<file path="config.mk">
export PLATFORM = sky130hd
export DESIGN_NAME = uart_rx_deframe
export DESIGN_NICKNAME = d
export VERILOG_FILES = /design/src/rtl/uart_rx_deframe.sv
export SDC_FILE = /design/constraint.sdc
export NUM_CORES = 1
export LEC_CHECK = 0
export ABC_CLOCK_PERIOD_IN_PS = 2900
export BUFFER_PORTS_ARGS = -buffer_cell sky130_fd_sc_hd__clkbuf_2
export CAP_MARGIN = 20
export CORE_MARGIN = 3
export CORE_UTILIZATION = 45
export DETAILED_ROUTE_END_ITERATION = 16
export PLACE_DENSITY = 0.74
export SYNTH_ARGS = -nofsm -noshare
export SYNTH_HDL_FRONTEND = slang
export SYNTH_SLANG_ARGS = --single-unit
</file>
<file path="constraint.sdc">
create_clock -name clock -period 2.9 [get_ports clock]
set_input_delay 0.58 -clock clock [delete_from_list [all_inputs] [get_ports clock]]
set_output_delay 0.58 -clock clock [all_outputs]
set_load 0.03 [all_outputs]
</file>
<file path="src/rtl/uart_rx_deframe.sv">
// -----------------------------------------------------------------------------
// uart_rx_deframe
//
// Downstream stage of the UART receiver, running on the system clock. It
// brings the baud-domain frame-done flag across with a flop synchronizer and
// captures the 11-bit frame on each rising edge of that flag. It then checks
// the start, stop and parity bits and presents the byte over a valid/ready
// handshake.
//
// Ports:
//   clock          system clock (at least 4x baud_clk)
//   reset          synchronous, active-high reset
//   data_parll     frame: [10]=start, [9:2]=data bits 0..7 reversed,
//                  [1]=parity, [0]=stop
//   recieved_flag  high while a complete frame is on data_parll (baud domain)
//   parity_type    00/11 none, 01 odd, 10 even; sampled at capture
//   data_ready     consumer accepts data_out this cycle
//   clear_errors   pulse: clears overrun_error and error_count
//   data_out       received byte
//   data_valid     data_out and the per-frame flags are valid
//   parity_error   parity mismatch for the presented frame
//   start_error    start bit was 1 for the presented frame
//   stop_error     stop bit was 0 for the presented frame
//   overrun_error  sticky: a frame was dropped while the previous one was held
//   error_count    saturating count of frames with any framing/parity error
// -----------------------------------------------------------------------------
module uart_rx_deframe #(
  parameter int SYNC_STAGES   = 2,
  parameter int ERR_CNT_WIDTH = 8
) (
  input  logic                     clock,
  input  logic                     reset,
  input  logic [10:0]              data_parll,
  input  logic                     recieved_flag,
  input  logic [1:0]               parity_type,
  input  logic                     data_ready,
  input  logic                     clear_errors,
  output logic [7:0]               data_out,
  output logic                     data_valid,
  output logic                     parity_error,
  output logic                     start_error,
  output logic                     stop_error,
  output logic                     overrun_error,
  output logic [ERR_CNT_WIDTH-1:0] error_count
);

  typedef enum logic [1:0] {IDLE, CHECK, HOLD} state_t;

  state_t                   state_q, state_d;
  logic [SYNC_STAGES-1:0]   sync_q, sync_d;
  logic                     prev_q, prev_d;
  logic [10:0]              frame_q, frame_d;
  logic [1:0]               ptype_q, ptype_d;
  logic [7:0]               data_out_q, data_out_d;
  logic                     valid_q, valid_d;
  logic                     pe_q, pe_d;
  logic                     se_q, se_d;
  logic                     st_q, st_d;
  logic                     ovr_q, ovr_d;
  logic [ERR_CNT_WIDTH-1:0] cnt_q, cnt_d;

  logic       sync_out;
  logic       new_frame;
  logic [7:0] data_w;
  logic       par_w;
  logic       pe_w;
  logic       se_w;
  logic       st_w;
  logic       transfer;

  assign sync_out  = sync_q[SYNC_STAGES-1];
  assign new_frame = sync_out & ~prev_q;
  assign transfer  = valid_q & data_ready;

  // The shift register delivers data bit 0 at position 9, so reverse [9:2].
  always_comb begin
    for (int i = 0; i < 8; i++) data_w[i] = frame_q[9-i];
  end

  assign par_w = ^{data_w, frame_q[1]};
  assign se_w  = frame_q[10];
  assign st_w  = ~frame_q[0];

  always_comb begin
    unique case (ptype_q)
      2'b01:   pe_w = ~par_w;  // odd: total ones count must be odd
      2'b10:   pe_w = par_w;   // even: total ones count must be even
      default: pe_w = 1'b0;
    endcase
  end

  always_comb begin
    // NOTE: every _d starts as its _q, so no path leaves a signal unassigned
    // and no latch is inferred.
    state_d    = state_q;
    sync_d     = {sync_q[SYNC_STAGES-2:0], recieved_flag};
    prev_d     = sync_out;
    frame_d    = frame_q;
    ptype_d    = ptype_q;
    data_out_d = data_out_q;
    valid_d    = valid_q;
    pe_d       = pe_q;
    se_d       = se_q;
    st_d       = st_q;
    ovr_d      = ovr_q;
    cnt_d      = cnt_q;

    unique case (state_q)
      IDLE: begin
        if (new_frame) begin
          frame_d = data_parll;
          ptype_d = parity_type;
          state_d = CHECK;
        end
      end
      CHECK: begin
        data_out_d = data_w;
        pe_d       = pe_w;
        se_d       = se_w;
        st_d       = st_w;
        valid_d    = 1'b1;
        state_d    = HOLD;
        if ((pe_w | se_w | st_w) && (cnt_q != '1))
          cnt_d = cnt_q + ERR_CNT_WIDTH'(1);
        // The checker is busy for this single cycle; a new frame is lost.
        if (new_frame) ovr_d = 1'b1;
      end
      HOLD: begin
        if (transfer) begin
          valid_d = 1'b0;
          if (new_frame) begin
            frame_d = data_parll;
            ptype_d = parity_type;
            state_d = CHECK;
          end else begin
            state_d = IDLE;
          end
        end else if (new_frame) begin
          ovr_d = 1'b1;
        end
      end
      default: state_d = IDLE;
    endcase

    // Clearing wins over a same-cycle increment or overrun.
    if (clear_errors) begin
      ovr_d = 1'b0;
      cnt_d = '0;
    end
  end

  always_ff @(posedge clock) begin
    if (reset) begin
      state_q    <= IDLE;
      // Synchronizer and edge detector come up "high" so a flag already
      // asserted through reset does not look like a fresh edge.
      sync_q     <= '1;
      prev_q     <= 1'b1;
      // NOTE: the capture registers are reset too; they are a handful of
      // flops, not a memory, and a known value keeps simulation clean.
      frame_q    <= '0;
      ptype_q    <= '0;
      data_out_q <= '0;
      valid_q    <= 1'b0;
      pe_q       <= 1'b0;
      se_q       <= 1'b0;
      st_q       <= 1'b0;
      ovr_q      <= 1'b0;
      cnt_q      <= '0;
    end else begin
      // NOTE: non-blocking assignments so every flop samples pre-edge values.
      state_q    <= state_d;
      sync_q     <= sync_d;
      prev_q     <= prev_d;
      frame_q    <= frame_d;
      ptype_q    <= ptype_d;
      data_out_q <= data_out_d;
      valid_q    <= valid_d;
      pe_q       <= pe_d;
      se_q       <= se_d;
      st_q       <= st_d;
      ovr_q      <= ovr_d;
      cnt_q      <= cnt_d;
    end
  end

  assign data_out      = data_out_q;
  assign data_valid    = valid_q;
  assign parity_error  = pe_q;
  assign start_error   = se_q;
  assign stop_error    = st_q;
  assign overrun_error = ovr_q;
  assign error_count   = cnt_q;

endmodule

</file>
; Yosys cells after proc, flatten, opt, wreduce, memory -nomap -nowiden
; Cells that the tools add are included.
[classes]
bitwise_logic = 7
add_sub_neg = 1
reduce_logical = 11
mux = 16
n_eq_ne = 8
[ops]
columns = operator, count
row1 = $mux 11, 2
row2 = $pmux 11 s2, 1
row3 = $reduce_and 2->1, 5
row4 = $reduce_xor 9->1, 1
row5 = $add 8x1->8 const B, 1
row6 = $mux 2, 4
row7 = $ne 8x8->1 const B, 1
row8 = $ne 2x2->1 const B, 3
row9 = $pmux 1 s2, 3
row10 = $pmux 2 s3, 1
row11 = $eq 2x1->1 const B, 2
row12 = $eq 2x2->1 const B, 2
row13 = $mux 1, 4
row14 = $pmux 2 s2, 1
row15 = $reduce_bool 2->1, 2
row16 = $not 1->1, 3
row17 = $and 1x1->1, 2
row18 = $logic_not 2->1, 1
row19 = $or 1x1->1, 2
row20 = $reduce_or 2->1, 1
row21 = $logic_and 1x1->1, 1
[totals]
reg_bits = 39
in_bits = 18

; Longest topological paths before layout
[depth]
depth_word = 7
ltp_mapped = 7
mapped_depth_nobuf = 6

; Worst setup path after synthesis
; Ideal clock, no wire load.
[synth_path]
kind = reg2reg
from = register frame_q[4]
to = register cnt_q[7], in the netlist error_count[7]
required_ps = 2828
slack_ps = 774
path_stages_with_launch = 7
setup_ps = 72
arrival_time_ps = 2054
synth_period_minus_slack_ps = 2126
cell_sequence = dfxtp_1 > xor2_1 > xnor3_2 > xnor2_1 > mux2_4 > a2111oi_2 > mux2i_1
[synth_via]
elab_chain_cells = 7
[synth_lines]
columns = element, line
row1 = from (decl), 52  ; logic [10:0] frame_q, frame_d;
row2 = from (signal assigned), 175  ; frame_q <= frame_d;
row3 = $reduce_xor 9->1 *, 80  ; assign par_w = ^{data_w, frame_q[1]};
row4 = $not 1->1, 86  ; 2'b01: pe_w = ~par_w;
row5 = $pmux 1 s2 *, 85  ; unique case (ptype_q)
row6 = $or 1x1->1 * (2 in a row), 123  ; if ((pe_w | se_w | st_w) && (cnt_q != '1))
row7 = $logic_and 1x1->1 *, 123
row8 = $reduce_and 2->1 (no line) *, -
row9 = to (signal assigned), 183  ; cnt_q <= cnt_d;
row10 = to (decl), 60  ; logic [ERR_CNT_WIDTH-1:0] cnt_q, cnt_d;
; Mark *: on every way between the ends. The rest lies on a longest branch, timed or not.
; A chain may end at the register's enable or synchronous reset.

; Final worst setup path
[layout_path]
from = register frame_q[3]
to = register cnt_q[7], in the netlist error_count[7]
; The elaborated chain is that of the path after synthesis.

==> qor.yml <==
clock_network:
  clkTransAtPathRegs_ps: 80
  clkLatencyLatePin_ps: 290
  cts_max_level: 2
  cts-root-buf: "clkbuf_8"
  cts_buffers: 5
  hold_buffers: 0
  cts.sinks: 39
  clockBufferDepth: 2
  cts_resized: 0
  post_cts_buffers: 0
  cts_tree: "yes"
worst_setup_path:
  crit_path_max_fanout: 5
  crit_arrival_ps: 2470
  worstPathRequired_ps: 3120
  worst_setup_path_start_kind: "flop"
  critPathKind: "flop to flop"
  end_kind: "flop"
synth:
  yosysSeqAreaShare_pct: 44.5
  ys_types: 35
  ys_ff_latch: 39
  syn_inst: 183
  yosysWarnings: 0
  avgSynthCellArea_um2: 9.59
  syn-cell-area_um2: 1750
  syn-num-nets: 202
die:
  die-area_um2: 4680
  core.rowCount: 22
  pin_count: 39
  start_util_pct: 47.2
  die_x_um: 68.4
  fp.dieH_um: 68.4
  core_area_um2: 3720
timing:
  finalSetupViolCount: 0
  finalCritPeriodShare_pct: 77.7
  fin_tns_setup_ps: 0
  worstMarginPinSlew_ps: 771
  maxSlewHeadroom_pct: 48.5
  fmax_mhz: 444
  drv_slew: 0
  hold_slack_ps: 412
  fin_worst_skew_ps: 5.20
  fin_crit_ps: 2250
  rsz0062_at_grt: "false"
  finalHoldViolations: 0
grt:
  grt_max_degree: 39
  antenna_found_initial: 0
  grt_pass1_wl_mm: 5.71
  grt_overflow_total: 0
  grt_pass1_vias: 1231
  grt_use_total_pct: 16.3
route:
  wl_per_cell_um: 12.8
  drt_wl_total_mm: 3.44
  vias_per_cell: 5.12
  drt_iter0_drc: 56
  vias: 1376
  drtPass1Iterations: 4
  ant_nets: 0
  drc: 0
run_status:
  status: "completed"
power:
  peakVddDrop_uv: 379
  cellLeakagePower_nw: 0.803
  power-per-cell-area_nw_per_um2: 543
  power_w: 0.00115
layout:
  fin_cells: 269
  final_util_pct: 56.8
  diodes: 0
  final_nets: 239
  syn_to_final_growth_pct: 20.3
  drive_gt1_share_pct: 28.1
worst_hold_path:
  holdCritPathClass: "flop to flop"
placement:
  numPortBuffers: 38
  gp_congestion: 0.796
  dp.cells: 261
  dp_hpwl_mm: 2.40
run:
  maxCapViolations: 0
kinds of logic (layout without fill, tap and decap cells):
family,count (synthesis),count (layout),share of synthesized area [%]
adder cells (fa/ha/maj),1,1,0.713
multiplexers,20,20,11.7
AO/OA/AOI/OAI,27,27,12.8
XOR/XNOR,8,8,6.35
AND/OR/NAND/NOR,77,77,21.5
buffers and inverters,11,49,2.35
flip-flops,39,39,44.5
worst max-delay path, cell delays in order, from the launching register on:
cell and delay [ps]:
dfxtp_1 370, xor2_1 170, xnor3_2 510, xnor2_1 230, mux2_4 360, a2111oi_2 340, mux2i_1 210
metrics by stage:
stage | setup WS [ps] | cell area [µm²]
after floorplan | 774 | 1750
after global placement | 712 | 1980
after detailed placement | 662 | 1980
after CTS | 636 | 2110
after global routing | 504 | 2110
final | 648 | 2110
path summary, 6_finish.rpt:
path	startpoint	endpoint	slack, ps	cells after the start
worst min-delay path	sync_q[0]$_SDFF_PP1_	sync_q[1]$_SDFF_PP1_	410	1
worst min register to register	sync_q[0]$_SDFF_PP1_	sync_q[1]$_SDFF_PP1_	410	1
worst max-delay path	frame_q[3]$_SDFFE_PP0P_	error_count[7]$_SDFFE_PP0P_	650	6
worst max register to register	frame_q[3]$_SDFFE_PP0P_	error_count[7]$_SDFFE_PP0P_	650	6
cell type report:
| cell class | count | area, µm² |
|---|---|---|
| well taps | 48 | 60.1 |
| fillers | 353 | 1610 |
| clock inverters | 2 | 60.1 |
| repair buffers | 39 | 198 |
| multi-input cells | 133 | 932 |
| clock buffers | 6 | 72.6 |
| inverters | 2 | 7.51 |
| flip-flops and latches | 39 | 781 |
layer usage:
layer / up-vias / global-route usage (%) / wire length, µm
met3: 5 / 3.78 / 152
met5: - / 0 / 0
li1: 702 / - / -
met1: 642 / 23.2 / 1730
met4: 0 / 6.70 / 31
met2: 27 / 23.5 / 1520
cell usage after synthesis:
master / instances / area, µm²
and4b_1: 1 / 10.0
a211oi_1: 4 / 30.0
nor3_1: 1 / 5.00
dfxtp_1: 39 / 781
a21oi_1: 12 / 60.1
ha_1: 1 / 12.5
mux2i_1: 19 / 190
a21oi_2: 1 / 8.76
a21o_1: 1 / 7.51
nor4b_4: 1 / 23.8
a21bo_1: 1 / 10.0
a21boi_2: 1 / 11.3
xnor2_2: 1 / 16.3
clkbuf_1: 8 / 30.0
nor2_1: 19 / 71.3
mux2_4: 1 / 15.0
o21ai_0: 2 / 10.0
inv_1: 2 / 7.51
and4_1: 1 / 8.76
a31oi_1: 1 / 6.26
or3_1: 6 / 37.5
xnor3_2: 1 / 23.8
xor2_4: 1 / 27.5
nand3_1: 5 / 25.0
nor4_1: 2 / 12.5
xnor2_1: 4 / 35.0
buf_1: 1 / 3.75
xor2_1: 1 / 8.76
a2111oi_4: 2 / 55.1
nand2b_1: 3 / 18.8
nor2b_1: 4 / 25.0
nand2_1: 29 / 109
or2_2: 5 / 31.3
a41o_2: 1 / 11.3
a2111oi_2: 1 / 15.0
report_power, final:
| part | total, W | switching, W | internal [W] | leakage [nW] |
|---|---|---|---|---|
| clock | 0.000529 | 0.000185 | 0.000344 | 0.0654 |
| sequential | 0.000548 | 0.00000588 | 0.000542 | 0.315 |
| combinational | 0.0000681 | 0.0000371 | 0.0000310 | 0.423 |
| total | 0.00115 | 0.000228 | 0.000917 | 0.803 |
cells in the final DEF (no fill, tap or decap), types with 2 or more instances in the layout:
cell        n
nor4_1      2
or3_1       6
bufinv_16   2
xnor2_1     4
nand3_1     5
dfxtp_1    39
or2_2       5
nand2b_1    3
a21oi_1    12
a211oi_1    4
a2111oi_4   2
mux2i_1    19
nor2b_1     4
inv_1       2
clkbuf_8    5
nand2_1    29
nor2_1     19
clkbuf_2   38
o21ai_0     2
state kept, by name, summed over array words and instances (netlist names):
| signal | flops |
|---|---|
| stop_error | 1 |
| data_valid | 1 |
| frame_q | 11 |
| prev_q | 1 |
| data_out | 8 |
| error_count | 8 |
| ptype_q | 2 |
| parity_error | 1 |
| sync_q | 2 |
| state_q | 2 |
| overrun_error | 1 |
| start_error | 1 |
Note: power is estimated with default switching activity, not from simulation.
